==> config.mk <==
export PLATFORM = sky130hd
export DESIGN_NAME = rr_arbiter4
export DESIGN_NICKNAME = d
export VERILOG_FILES = /design/src/rtl/rr_arbiter4.sv
export SDC_FILE = /design/constraint.sdc
export NUM_CORES = 1
export LEC_CHECK = 0
export BUFFER_PORTS_ARGS = -buffer_cell sky130_fd_sc_hd__buf_2
export CAP_MARGIN = 15
export CORE_MARGIN = 10
export CORE_UTILIZATION = 47
export CTS_CLUSTER_SIZE = 8
export DETAILED_ROUTE_END_ITERATION = 8
export HOLD_SLACK_MARGIN = 0.03
export PLACE_DENSITY = 0.82
export SYNTH_ARGS = -nofsm -noshare
export SYNTH_HDL_FRONTEND = slang
export SYNTH_SLANG_ARGS = --single-unit
==> constraint.sdc <==
create_clock -name clk -period 1.8 [get_ports clk]
set_input_delay 0 -clock clk [delete_from_list [all_inputs] [get_ports clk]]
set_output_delay 0 -clock clk [all_outputs]
set_load 0.01 [all_outputs]
==> src/rtl/rr_arbiter4.sv <==
// rr_arbiter4: 4-way round-robin arbiter with registered one-hot grant; RR_ARBITER4_HOLD_LIMIT_EN adds MAX_HOLD forced rotation
module rr_arbiter4 #(
  parameter int MAX_HOLD = 8,
  parameter int CNT_W = 8
) (
  input  logic       clk,
  input  logic       reset,
  input  logic       enable,
  input  logic [3:0] req,
  output logic [3:0] grant,
  output logic [1:0] grant_idx,
  output logic       grant_valid
);
  typedef enum logic {IDLE, BUSY} state_t;
  state_t state, state_n;
  logic [1:0] ptr, ptr_n, idx_n, k;
  logic [3:0] grant_n;
  logic [2:0] hit, rel;
  logic vld_n;
  if (MAX_HOLD < 1 || MAX_HOLD > 255 || (1 << CNT_W) <= MAX_HOLD) begin : g_bad_cfg
    $error("rr_arbiter4: illegal MAX_HOLD/CNT_W");
  end
  function automatic logic [2:0] pick(input logic [3:0] r, input logic [1:0] s);
    logic [2:0] p;
    p = '0;
    for (int i = 3; i >= 0; i--)
      if (r[s + 2'(i)]) p = {1'b1, s + 2'(i)};
    return p;
  endfunction
  assign k = grant_idx;
`ifdef RR_ARBITER4_HOLD_LIMIT_EN
  logic [CNT_W-1:0] hold_cnt, hold_n;
  logic [2:0] oth;
  always_ff @(posedge clk or posedge reset)
    if (reset) hold_cnt <= '0;
    else hold_cnt <= hold_n;
`endif
  always_comb begin
    state_n = state;
    ptr_n = ptr;
    idx_n = grant_idx;
    vld_n = 1'b0;
    hit = pick(req, ptr);
    rel = pick(req, k + 2'd1);
`ifdef RR_ARBITER4_HOLD_LIMIT_EN
    hold_n = '0;
    oth = pick(req & ~(4'b0001 << k), k + 2'd1);
`endif
    if (state == IDLE) begin
      if (enable && hit[2]) begin
        state_n = BUSY;
        idx_n = hit[1:0];
        vld_n = 1'b1;
      end
    end else if (!enable) begin
      state_n = IDLE;
    end else if (!req[k]) begin
      ptr_n = k + 2'd1;
      vld_n = rel[2];
      idx_n = rel[2] ? rel[1:0] : k;
      state_n = rel[2] ? BUSY : IDLE;
    end
`ifdef RR_ARBITER4_HOLD_LIMIT_EN
    else if (hold_cnt == CNT_W'(MAX_HOLD - 1)) begin
      ptr_n = k + 2'd1;
      vld_n = 1'b1;
      idx_n = oth[2] ? oth[1:0] : k;
    end else begin
      vld_n = 1'b1;
      hold_n = &hold_cnt ? hold_cnt : hold_cnt + 1'b1;
    end
`else
    else vld_n = 1'b1;
`endif
    grant_n = vld_n ? 4'b0001 << idx_n : 4'b0000;
  end
  always_ff @(posedge clk or posedge reset)
    if (reset) begin
      state <= IDLE;
      ptr <= '0;
      grant <= '0;
      grant_idx <= '0;
      grant_valid <= 1'b0;
    end else begin
      state <= state_n;
      ptr <= ptr_n;
      grant <= grant_n;
      grant_idx <= idx_n;
      grant_valid <= vld_n;
    end
endmodule

# == Yosys cells after proc, flatten, opt, wreduce, memory -nomap -nowiden ==
# Cells that the tools add are included.
# totals
register_bits,10
in_bits,7
out_inout_bits,7
word_cells,65
# classes
addsub,7
n_lt_le_gt_ge,9
shift,1
mux,40
n_bitwise,1
n_reduce_logical,2
# ops
op,n
less-than comparator 2 x 3 -> 1 bit (second input constant),9
2-to-1 mux 3 bit,8
binary-select mux 1 bit (select 2 bit),9
2-to-1 mux 1 bit,17
2-to-1 mux 2 bit,5
adder 2 bit (second input constant),4
adder 2 x 1 -> 2 bit (second input constant),3
2-to-1 mux 4 bit,1
<< shifter 1 x 2 -> 4 bit (first input constant),1
AND reduction 3 bit,1
logical AND 1 bit,1
inverter 1 bit,1

# == Depth between registers and ports, before layout ==
# Gate-level depths: netlist of run 1.
# logic_depth
depth_word,14
depth_mapped,6
depth_no_buf,5

# == Worst setup path before layout of run 1 ==
# Ideal clock, no wire load.
# synth_timing
kind,register to register
startpoint,register grant_idx[0]
endpoint,register grant[3]
setup_ps,67
arrival_ps,1683
required_ps,1733
path_slack_ps,50
stages_incl_launch_ff,7
path_buffers,1
period_less_slack_ps,1750
path_cell_list,dfrtp_1 -> buf_6 -> nand2b_1 -> and3_1 -> o221a_2 -> a2111o_1 -> and3b_1
# synth_between
elab_chain_cells,14
word_cells_on_any_way,28
classes_between,add/sub: 4; shift: 1; mux: 23
# synth_rtl
element,line_no,rtl
from (decl),11,"output logic [1:0] grant_idx,"
from (signal assigned),88,grant_idx <= idx_n;
adder 2 x 1 -> 2 bit,44,"rel = pick(req, k + 2'd1);"
adder 2 bit,27,"if (r[s + 2'(i)]) p = {1'b1, s + 2'(i)};"
binary-select mux 1 bit (select 2 bit),27,
2-to-1 mux 1 bit (implied by the code),27,
2-to-1 mux 3 bit (4 in a row),27,
2-to-1 mux 2 bit,60,idx_n = rel[2] ? rel[1:0] : k;
2-to-1 mux 2 bit,57,end else if (!req[k]) begin
2-to-1 mux 2 bit,55,end else if (!enable) begin
2-to-1 mux 2 bit,49,if (state == IDLE) begin
<< shifter 1 x 2 -> 4 bit,75,grant_n = vld_n ? 4'b0001 << idx_n : 4'b0000;
2-to-1 mux 4 bit (*),75,
named net grant_n[3],17,logic [3:0] grant_n;
to (signal assigned),87,grant <= grant_n;
to (decl),10,"output logic [3:0] grant,"
# Mark *: on every way through the listed nets, which the timed path passes. The rest lies on a longest branch. The select of a mux whose other input is x is not followed.
# A chain may end at the register's enable or synchronous reset.

# == Worst setup path after layout of run 1 ==
# Ends and elaborated chain as after synthesis.

==> impl_metrics.sql, run 1 <==
INSERT INTO impl_metrics (metric_group, metric, value, unit) VALUES
('place', 'detailedPlacementHpwl', '1.22', 'mm'),
('drt', 'drt_drc_violations_left', '0', ''),
('power', 'power_density', '1080', 'nW/µm²'),
('synthesis', 'netlist_top_cells_count', 'sky130_fd_sc_hd__nand2b_1, sky130_fd_sc_hd__dfrtp_1, sky130_fd_sc_hd__nand2_1', ''),
('sta', 'timing.final.hold_violations', '0', ''),
('drt', 'routed-wl-met3', '69', 'µm'),
('die', 'die_area', '3520', 'µm²'),
('worst_setup_path', 'startpoint_type', 'register', ''),
('grt', 'grt.overflow.total', '0', ''),
('cts', 'clk_pin_slew_worst_paths', '60', 'ps'),
('finish', 'layout-drive-gt1-share', '0.283', ''),
('sta', 'slew_headroom', '0.742', ''),
('drt', 'routed.top_layer', 'met4', ''),
('sta', 'clock.fmax', '0.576', 'GHz'),
('worst_setup_path', 'reg2reg_from', 'grant_idx[0]$_DFF_PP0_', ''),
('worst_setup_path', 'crit_start', 'grant_idx[0]$_DFF_PP0_', ''),
('worst_setup_path', 'ff2ff_path_depth', '5', ''),
('sta', 'min_period_over_period', '0.964', ''),
('synthesis', 'syn-cell-area', '726', 'µm²'),
('synthesis', 'compound_gate_portion_of_the_synthesized_area', '0.288', ''),
('sta', 'period_minus_slack', '1740', 'ps'),
('cts', 'htree_num_levels', '1', ''),
('finish', 'syn_to_final_growth', '14.1', '%'),
('drt', 'dr_wl_met2', '816', 'µm'),
('place', 'numPortBuffers', '13', ''),
('synthesis', 'mappedNetlistNets', '92', ''),
('place', 'place.gp.congestion', '0.903', ''),
('synthesis', 'synth.ff_latch_count', '9', ''),
('drt', 'finalWirelength', '1.63', 'mm'),
('worst_setup_path', 'critical_path.reg2reg.endpoint', 'grant[3]$_DFF_PP0_', ''),
('cts', 'number_of_buffers_on_the_longest_clock_path', '2', ''),
('grt', 'global_route_wire_length_before_repair', '2.48', 'mm'),
('power', 'p_leak', '0.382', 'nW'),
('worst_setup_path', 'endpoint_kind', 'register', ''),
('finish', 'final_util', '0.556', ''),
('die', 'i_o_pins', '14', ''),
('synthesis', 'netlist.area_leader.share', '0.310', ''),
('die', 'fp.coreArea', '1490', 'µm²'),
('outcome', 'outcome', 'finished clean', ''),
('synthesis', 'synth_enable_flop_cells', '0', ''),
('synthesis', 'synthMuxAreaShare', '0.0207', ''),
('drt', 'first_drt_iteration_drcs', '19', ''),
('synthesis', 'post_synthesis_share_of_cell_area_spent_on_and_or_nand_and_nor_gates', '0.267', ''),
('hold_path', 'hold_path_class', 'in2async', ''),
('finish', 'nNetsFinal', '107', ''),
('synthesis', 'synthFlopType', 'sky130_fd_sc_hd__dfrtp_1', ''),
('sta', 'fin_worst_skew', '3.36', 'ps'),
('synthesis', 'yosys-top-cells-area', 'sky130_fd_sc_hd__dfrtp_1, sky130_fd_sc_hd__nand2b_1, sky130_fd_sc_hd__nand2_1', ''),
('grt', 'total_track_usage', '0.0899', ''),
('drt', 'ant_nets', '0', ''),
('die', 'height_of_the_die', '59.3', 'µm'),
('grt', 'via_count_of_the_first_global_routing_pass', '598', ''),
('worst_setup_path', 'regToRegSetupSlack', '60', 'ps'),
('cts', 'clock_tree_from_tritoncts', 'yes', ''),
('worst_setup_path', 'timing.setup.critical_path_class', 'reg2reg', ''),
('power', 'vdd_ir_drop_max', '0.650', 'mV'),
('drt', 'detailroute.via_count', '659', ''),
('drt', 'routed_wire_length_per_instance', '14.2', 'µm'),
('synthesis', 'yosysWarnings', '0', ''),
('synthesis', 'adder_and_majority_cell_fraction_of_the_synthesized_area', '0', ''),
('synthesis', 'biggest_area_consumer_among_synthesized_cells', 'sky130_fd_sc_hd__dfrtp_1', ''),
('drt', 'wirelength_met1', '725', 'µm'),
('drt', 'detail_route.first_pass.iterations', '4', ''),
('synthesis', 'postSynthAreaPerCell', '8.54', 'µm²'),
('cts', 'tritoncts_sinks', '9', ''),
('synthesis', 'synth.distinct_cells', '39', ''),
('die', 'row_count', '14', ''),
('die', 'start_util', '0.487', ''),
('cts', 'numCtsBuffers', '3', ''),
('synthesis', 'yosys.cell_count.top_type', 'sky130_fd_sc_hd__nand2b_1', ''),
('grt', 'maximum_number_of_pins_on_one_net_before_global_route_repair', '12', '');
[placed cells by master (no fill, tap or decap), types with 2 or more instances in the layout]
| cell | netlist | final |
|---|---|---|
| sky130_fd_sc_hd__a21oi_1 | 5 | 5 |
| sky130_fd_sc_hd__nand2_1 | 9 | 9 |
| sky130_fd_sc_hd__nand2b_1 | 10 | 9 |
| sky130_fd_sc_hd__nor2_1 | 4 | 4 |
| sky130_fd_sc_hd__a221oi_1 | 2 | 2 |
| sky130_fd_sc_hd__buf_4 | 2 | 3 |
| sky130_fd_sc_hd__inv_1 | 5 | 5 |
| sky130_fd_sc_hd__nor3_1 | 4 | 4 |
| sky130_fd_sc_hd__dfrtp_1 | 9 | 7 |
| sky130_fd_sc_hd__o32a_1 | 2 | 2 |
| sky130_fd_sc_hd__buf_2 | 2 | 13 |
| sky130_fd_sc_hd__o21ai_0 | 3 | 3 |
| sky130_fd_sc_hd__clkbuf_4 | 0 | 3 |
| sky130_fd_sc_hd__dfrtp_2 | 0 | 2 |
[state kept, by name (all words and copies together) (netlist names)]
signal and count:
ptr 2, grant_valid 1, grant 4, grant_idx 2
[metrics by stage]
stage / power [mW] / instances / setup WS, ps / hold WS (ps)
final: 0.895 / 115 / 64.0 / 247
after global routing: 0.970 / 115 / -45.6 / 277
after CTS: 0.882 / 114 / 22.2 / 246
after detailed placement: 0.725 / 109 / 38.8 / -25.6
after global placement: 0.715 / 109 / 86.6 / -33.1
after floorplan: 0.632 / 85 / 50.2 / -172
[logic make-up (layout without fill, tap and decap cells)]
logic type,count (synthesis),after routing
flip-flops,9,9
XOR/XNOR,1,1
AND/OR/NAND/NOR,36,36
AO/OA/AOI/OAI,25,25
multiplexers,1,1
buffers and inverters,13,27
[layer usage]
metal / GRT usage / vias to the layer above
met5: 0 / -
li1: - / 334
met3: 0.0429 / 2
met2: 0.143 / 17
met1: 0.0977 / 306
met4: 0.0426 / 0
[worst max path at each step]
| stage | endpoint | slack, ps |
|---|---|---|
| after floorplan | grant[3]$_DFF_PP0_ | 50 |
| after global placement | grant[3]$_DFF_PP0_ | 90 |
| after detailed placement | grant[3]$_DFF_PP0_ | 40 |
| after CTS | grant[3]$_DFF_PP0_ | 20 |
| after global routing | grant[0]$_DFF_PP0_ | -50 |
| final | grant[3]$_DFF_PP0_ | 60 |
[cell type report]
class | count | area, µm²
Inverter | 6 | 22.5
Multi-Input combinational cell | 63 | 434
Fill cell | 136 | 661
Tap cell | 16 | 20.0
Timing Repair Buffer | 17 | 97.6
Clock buffer | 4 | 26.3
Sequential cell | 9 | 228
[repair_timing]
action,4_1_cts,5_1_grt
hold buffers,1,0
hold endpoints to repair,9,0
buffers inserted,0,1
setup endpoints to repair,0,4
resized for setup,0,3
[power by group]
part           total [mW]  switching [mW]  internal (mW)
Clock               0.149          0.0641         0.0850
Sequential          0.318          0.0609          0.257
Combinational       0.428           0.212          0.216
Total               0.895           0.337          0.558
[worst max-delay path: stages, from the launching register on]
cell                       delay [ps]
sky130_fd_sc_hd__dfrtp_2          460
sky130_fd_sc_hd__nand2b_1         180
sky130_fd_sc_hd__and3_1           160
sky130_fd_sc_hd__o221a_2          250
sky130_fd_sc_hd__a2111o_1         420
sky130_fd_sc_hd__and3b_1          210
Power figures use the tool's default switching activity.
==> inputs of run 2 (changes only) <==
--- a/config.mk
+++ b/config.mk
@@ -12,7 +12,7 @@
 export CTS_CLUSTER_SIZE = 8
 export DETAILED_ROUTE_END_ITERATION = 8
 export HOLD_SLACK_MARGIN = 0.03
-export PLACE_DENSITY = 0.82
+export PLACE_DENSITY_LB_ADDON = 0.2
 export SYNTH_ARGS = -nofsm -noshare
 export SYNTH_HDL_FRONTEND = slang
 export SYNTH_SLANG_ARGS = --single-unit
==> run 2 against run 1 <==
Combinational power up 6.1%. Die area unchanged. Non-clock buffer count increased by 2. Clock power rose by 11%. Clock-buffer cell count shrank 1. Final area is 2.0% higher. First-iteration DRC count grew 26%. Clock skew decreased by 0.57 ps. Highest routed layer is now met3.
==> impl_metrics.sql, run 2 (same netlist as run 1, synthesis figures left out) <==
INSERT INTO impl_metrics (metric_group, metric, value, unit) VALUES
('outcome', 'outcome', 'finished clean', ''),
('finish', 'final_common_cell', 'sky130_fd_sc_hd__buf_2', ''),
('drt', 'detail_route.first_pass.iterations', '4', ''),
('die', 'i_o_pins', '14', ''),
('cts', 'numCtsBuffers', '3', ''),
('grt', 'total_track_usage', '0.100', ''),
('finish', 'nNetsFinal', '109', ''),
('die', 'row_count', '14', ''),
('cts', 'clock_tree_from_tritoncts', 'yes', ''),
('power', 'intPower', '0.570', 'mW'),
('sta', 'clock.fmax', '0.567', 'GHz'),
('power', 'vdd_ir_drop_max', '0.699', 'mV'),
('cts', 'insertion_delay', '270', 'ps'),
('power', 'design_power_total', '0.934', 'mW'),
('sta', 'grt_setup_unrepaired', 'true', ''),
('place', 'post_dp_cell_area', '774', 'µm²'),
('cts', 'htree_num_levels', '1', ''),
('finish', 'final_cells', '117', ''),
('sta', 'setup-violations-final', '0', ''),
('drt', 'routed-wl-met3', '96', 'µm'),
('drt', 'detailroute.via_count', '684', ''),
('die', 'die_width', '59.3', 'µm'),
('worst_setup_path', 'startpoint_type', 'register', ''),
('finish', 'reg.largest.list', 'grant: 4 flops, grant_idx: 2 flops, ptr: 2 flops', ''),
('worst_setup_path', 'timing.setup.critical_path_class', 'reg2reg', ''),
('grt', 'grt_antenna_before_repair', '0', ''),
('cts', 'number_of_buffers_on_the_longest_clock_path', '2', ''),
('drt', 'dr_wl_met2', '903', 'µm'),
('worst_setup_path', 'cp.arrival', '1970', 'ps'),
('die', 'die_area', '3520', 'µm²'),
('finish', 'largest_register_ffs', '4', ''),
('place', 'numPortBuffers', '13', ''),
('drt', 'route.detailed.vias_per_inst', '5.85', ''),
('cts', 'clk_pin_slew_worst_paths', '70', 'ps'),
('cts', 'cts_root_buffer', 'sky130_fd_sc_hd__clkbuf_4', ''),
('drt', 'routed_wire_length_per_instance', '15.0', 'µm'),
('sta', 'fin_worst_skew', '2.79', 'ps'),
('place', 'place.gp.congestion', '0.929', ''),
('finish', 'largest-register', 'grant', ''),
('power', 'pwr-share-comb', '0.486', ''),
('finish', 'stdcell_area', '845', 'µm²'),
('hold_path', 'hold_path_class', 'in2async', ''),
('power', 'p_seq_frac', '0.338', ''),
('die', 'fp.coreArea', '1490', 'µm²'),
('place', 'detailedPlacementHpwl', '1.34', 'mm'),
('drt', 'drt_drc_violations_left', '0', ''),
('worst_setup_path', 'cp_data_required_time', '2000', 'ps'),
('grt', 'via_count_of_the_first_global_routing_pass', '627', ''),
('drt', 'wirelength_met1', '750', 'µm'),
('grt', 'grt.overflow.total', '0', ''),
('finish', 'layout-drive-gt1-share', '0.307', ''),
('finish', 'syn_to_final_growth', '16.4', '%'),
('power', 'reported_net_switching_power', '0.365', 'mW'),
('job', 'drv.max_cap_violation_count', '0', ''),
('power', 'sw_frac_of_total', '0.390', ''),
('power', 'power_frac_clock', '0.176', ''),
('sta', 'finalSetupTns', '0', 'ps'),
('drt', 'first_drt_iteration_drcs', '24', ''),
('sta', 'timing.final.ws_setup', '36.4', 'ps'),
('sta', 'timing.final.max_slew_violations', '0', ''),
('worst_setup_path', 'crit_path_max_fanout', '8', ''),
('sta', 'period_minus_slack', '1760', 'ps'),
('die', 'height_of_the_die', '59.3', 'µm'),
('sta', 'slew_headroom', '0.748', ''),
('drt', 'ant_nets', '0', ''),
('grt', 'maximum_number_of_pins_on_one_net_before_global_route_repair', '12', ''),
('sta', 'max_slew.worst_pin.slew', '374', 'ps'),
('die', 'start_util', '0.487', ''),
('worst_setup_path', 'endpoint_kind', 'register', ''),
('power', 'p_leak', '0.394', 'nW'),
('place', 'place_worst_setup_slack', '18.8', 'ps'),
('finish', 'num_antenna_cells', '0', ''),
('finish', 'most_frequent_cells_in_the_layout', 'sky130_fd_sc_hd__buf_2, sky130_fd_sc_hd__nand2_1, sky130_fd_sc_hd__nand2b_1', ''),
('cts', 'tritoncts_sinks', '9', ''),
('sta', 'timing.final.hold_violations', '0', ''),
('grt', 'global_route_wire_length_before_repair', '2.82', 'mm'),
('finish', 'filler_cell_count', '138', ''),
('drt', 'routed.top_layer', 'met3', ''),
('power', 'power_density', '1110', 'nW/µm²'),
('sta', 'worst_hold_check_slack', '234', 'ps'),
('sta', 'min_period_over_period', '0.980', ''),
('place', 'dpl.cell_count', '109', ''),
('drt', 'finalWirelength', '1.75', 'mm'),
('finish', 'final_util', '0.567', '');
run 2: timing repair:
action / 4_1_cts / 5_1_grt
buffers inserted: 0 / 3
resized for setup: 0 / 3
endpoints found under the hold margin: 9 / 0
hold buffers: 1 / 0
endpoints found under the setup margin: 0 / 4
run 2: path summary, 6_finish.rpt:
kind                            depth (start not counted)  slack [ps]                endpoint                    from
worst min-delay path                                    3         230      ptr[1]$_DFFE_PP0P_                   reset
worst max-delay path                                    5          40      grant[3]$_DFF_PP0_  grant_idx[0]$_DFF_PP0_
worst max register to register                          5          40      grant[3]$_DFF_PP0_  grant_idx[0]$_DFF_PP0_
max in group asynchronous                               3        1280  grant_idx[1]$_DFF_PP0_                   reset
min in group clk                                        4         270   grant_valid$_DFF_PP0_                  enable
worst min register to register                          2         550      ptr[0]$_DFFE_PP0P_      ptr[0]$_DFFE_PP0P_
run 2: layer usage:
metal  global-route usage  vias to the layer above
met5                    0                        -
met4               0.0197                        0
met3               0.0386                        0
met2                0.171                       20
met1                0.115                      331
li1                     -                      333
run 2: layout make-up:
class | instances | area, µm² | share of cell area
Tap cell | 16 | 20.0 | 0.0237
Clock buffer | 3 | 22.5 | 0.0267
Timing Repair Buffer | 19 | 113 | 0.133
Inverter | 6 | 22.5 | 0.0267
Clock inverter | 1 | 5.00 | 0.00593
Sequential cell | 9 | 228 | 0.270
Multi-Input combinational cell | 63 | 434 | 0.514
run 2: critical path: stages, from the launching register on:
cell,delay [ps]
sky130_fd_sc_hd__dfrtp_2,460
sky130_fd_sc_hd__mux2_4,330
sky130_fd_sc_hd__o32ai_4,170
sky130_fd_sc_hd__a21oi_2,100
sky130_fd_sc_hd__a2111o_1,410
sky130_fd_sc_hd__and3b_1,220
run 2: power by group through the flow:
stage	registers (mW)	logic (mW)	clock network (mW)
floorplan	0.304	0.328	0
global placement	0.314	0.408	0
detailed placement	0.319	0.413	0
CTS	0.315	0.417	0.163
global route	0.326	0.496	0.175
finish	0.316	0.454	0.165
==> inputs of run 3 (changes only) <==
--- a/config.mk
+++ b/config.mk
@@ -7,12 +7,13 @@
 export LEC_CHECK = 0
 export BUFFER_PORTS_ARGS = -buffer_cell sky130_fd_sc_hd__buf_2
 export CAP_MARGIN = 15
-export CORE_MARGIN = 10
-export CORE_UTILIZATION = 47
+export CORE_AREA = 10 10 47 49
 export CTS_CLUSTER_SIZE = 8
 export DETAILED_ROUTE_END_ITERATION = 8
+export DIE_AREA = 0 0 57 59
 export HOLD_SLACK_MARGIN = 0.03
 export PLACE_DENSITY_LB_ADDON = 0.2
+export SLEW_MARGIN = 40
 export SYNTH_ARGS = -nofsm -noshare
 export SYNTH_HDL_FRONTEND = slang
 export SYNTH_SLANG_ARGS = --single-unit
==> constraint.sdc (replaced) <==
create_clock -name clk -period 2.1 [get_ports clk]
set_input_delay 0 -clock clk [delete_from_list [all_inputs] [get_ports clk]]
set_output_delay 0 -clock clk [all_outputs]
set_load 0.01 [all_outputs]
==> run 3 against run 2 <==
Sequential power is 12% lower. Critical path depth stayed put. Critical path type unchanged. Via count is 8.6% lower. Largest cell class unchanged. Critical endpoint unchanged. Utilization is 0.063 points higher.
==> impl_metrics.sql, run 3 (same netlist as run 1, synthesis figures left out) <==
INSERT INTO impl_metrics (metric_group, metric, value, unit) VALUES
('worst_setup_path', 'critical_path_depth', '5', ''),
('cts', 'clk_pin_slew_worst_paths', '60', 'ps'),
('cts', 'tritoncts_sinks', '9', ''),
('job', 'drv.max_cap_violation_count', '0', ''),
('finish', 'most_frequent_cells_in_the_layout', 'sky130_fd_sc_hd__buf_2, sky130_fd_sc_hd__nand2b_1, sky130_fd_sc_hd__nand2_1, sky130_fd_sc_hd__dfrtp_1', ''),
('sta', 'timing.final.max_slew_violations', '0', ''),
('cts', 'cts_setup_buffers', '0', ''),
('sta', 'slew_headroom', '0.771', ''),
('place', 'place.gp.congestion', '0.883', ''),
('finish', 'final_common_cell', 'sky130_fd_sc_hd__buf_2', ''),
('worst_setup_path', 'crit_path_max_fanout', '11', ''),
('place', 'numPortBuffers', '13', ''),
('power', 'power_density', '912', 'nW/µm²'),
('die', 'die_width', '57', 'µm'),
('worst_setup_path', 'cp_data_required_time', '2290', 'ps'),
('grt', 'total_track_usage', '0.0924', ''),
('worst_setup_path', 'endpoint_kind', 'register', ''),
('drt', 'drt_drc_violations_left', '0', ''),
('grt', 'via_count_of_the_first_global_routing_pass', '596', ''),
('cts', 'htree_num_levels', '1', ''),
('worst_setup_path', 'regToRegSetupSlack', '270', 'ps'),
('sta', 'min_period_over_period', '0.871', ''),
('die', 'height_of_the_die', '59', 'µm'),
('sta', 'max_slew.worst_pin.slew', '340', 'ps'),
('finish', 'final_cells', '112', ''),
('power', 'vdd_ir_drop_max', '0.559', 'mV'),
('grt', 'global_route_wire_length_before_repair', '2.59', 'mm'),
('sta', 'clock.fmax', '0.547', 'GHz'),
('drt', 'detailroute.via_count', '625', ''),
('worst_setup_path', 'crit_path_cell_trace', 'mux2_4, o32ai_4, a21oi_2, a2111o_1, and3b_1', ''),
('drt', 'finalWirelength', '1.52', 'mm'),
('place', 'detailedPlacementHpwl', '1.20', 'mm'),
('worst_setup_path', 'cp.arrival', '2020', 'ps'),
('finish', 'num_antenna_cells', '0', ''),
('worst_setup_path', 'critical_path_buf_inv_count', '0', ''),
('die', 'i_o_pins', '14', ''),
('cts', 'numCtsBuffers', '3', ''),
('worst_setup_path', 'timing.setup.critical_path_class', 'reg2reg', ''),
('finish', 'nNetsFinal', '104', ''),
('die', 'start_util', '0.518', ''),
('finish', 'reg.largest.list', 'grant: 4 flops, grant_idx: 2 flops, ptr: 2 flops', ''),
('cts', 'clock_tree_from_tritoncts', 'yes', ''),
('finish', 'layout-drive-gt1-share', '0.229', ''),
('sta', 'grt_setup_unrepaired', 'false', ''),
('finish', 'largest-register', 'grant', ''),
('hold_path', 'hold_path_class', 'in2async', ''),
('sta', 'finalSetupTns', '0', 'ps'),
('drt', 'detail_route.first_pass.iterations', '4', ''),
('cts', 'number_of_buffers_on_the_longest_clock_path', '2', ''),
('place', 'dpl.cell_count', '107', ''),
('grt', 'grt.overflow.total', '0', ''),
('cts', 'insertion_delay', '250', 'ps'),
('drt', 'routed_wire_length_per_instance', '13.6', 'µm'),
('worst_setup_path', 'crit_path_max_incr_delay', '540', 'ps'),
('die', 'fp.coreArea', '1400', 'µm²'),
('cts', 'cts_root_buffer', 'sky130_fd_sc_hd__clkbuf_4', ''),
('sta', 'setup-violations-final', '0', ''),
('die', 'die_area', '3360', 'µm²'),
('finish', 'syn_to_final_growth', '9.66', '%'),
('die', 'row_count', '14', ''),
('worst_setup_path', 'timing.critical_path.slowest_stage_cell', 'sky130_fd_sc_hd__dfrtp_1', ''),
('worst_setup_path', 'startpoint_type', 'register', ''),
('worst_setup_path', 'critPathTopFamily', 'compound AO/OA/AOI/OAI gates', ''),
('power', 'p_leak', '0.363', 'nW'),
('outcome', 'outcome', 'finished clean', ''),
('drt', 'ant_nets', '0', ''),
('worst_setup_path', 'ff2ff_path_depth', '5', ''),
('grt', 'maximum_number_of_pins_on_one_net_before_global_route_repair', '12', ''),
('drt', 'first_drt_iteration_drcs', '19', ''),
('finish', 'largest_register_ffs', '4', ''),
('drt', 'route.detailed.vias_per_inst', '5.58', ''),
('sta', 'timing.final.hold_violations', '0', ''),
('sta', 'period_minus_slack', '1830', 'ps'),
('grt', 'grt_antenna_before_repair', '0', ''),
('sta', 'fin_worst_skew', '5.26', 'ps');
-- run 3: changes by cell type in the layout (fill, tap and decap cells not counted) --
cell	delta
sky130_fd_sc_hd__dfrtp_2	-2
sky130_fd_sc_hd__nand2b_4	-1
sky130_fd_sc_hd__nand2b_1	+1
sky130_fd_sc_hd__buf_4	-5
sky130_fd_sc_hd__clkbuf_1	+1
sky130_fd_sc_hd__clkinv_2	-1
sky130_fd_sc_hd__dfrtp_1	+2
-- run 3: metrics by stage --
step	cell area (µm²)	hold WS (ps)	total power, mW	util	setup WS (ps)
6_report	796	240	0.726	0.568	271
5_1_grt	796	267	0.795	0.568	131
4_1_cts	796	228	0.737	0.568	253
3_5_place_dp	759	-28.8	0.605	0.542	272
3_3_place_gp	759	-36.3	0.604	0.542	290
2_1_floorplan	726	-172	0.542	-	350
-- run 3: tightest hold or removal path, delay by kind of cell --
kind / cells / cell delay [ps]
buf+inv: 3 / 900
-- run 3: worst paths after layout --
kind,start,endpoint
worst max-delay path,grant_idx[0]$_DFF_PP0_,grant[3]$_DFF_PP0_
worst min-delay path,reset,grant[3]$_DFF_PP0_
worst max register to register,grant_idx[0]$_DFF_PP0_,grant[3]$_DFF_PP0_
worst min register to register,ptr[0]$_DFFE_PP0P_,ptr[0]$_DFFE_PP0P_
max in group asynchronous,reset,grant_valid$_DFF_PP0_
min in group clk,enable,grant_valid$_DFF_PP0_
-- run 3: layer usage --
layer	vias up	track usage	routed length, µm	part of all wire
met1	283	0.105	658	0.43
met2	15	0.157	753	0.50
met4	0	0.0101	0	0
met5	-	0	0	0
li1	327	-	-	-
met3	0	0.0472	107	0.070
-- run 3: area by class of cell --
cell class | count | area [µm²]
Tap cell | 16 | 20.0
Multi-Input combinational cell | 63 | 427
Fill cell | 132 | 606
Inverter | 6 | 22.5
Timing Repair Buffer | 14 | 75.1
Clock buffer | 4 | 26.3
Sequential cell | 9 | 225
-- run 3: report_power, final --
part,internal [mW],switching [mW]
logic,0.158,0.164
clock network,0.0727,0.0519
registers,0.218,0.0609
total,0.448,0.277
-- run 3: what timing repair did --
item | in CTS | in global routing
resized for setup | 0 | 0
endpoints found under the hold margin | 9 | 0
hold buffers | 1 | 0
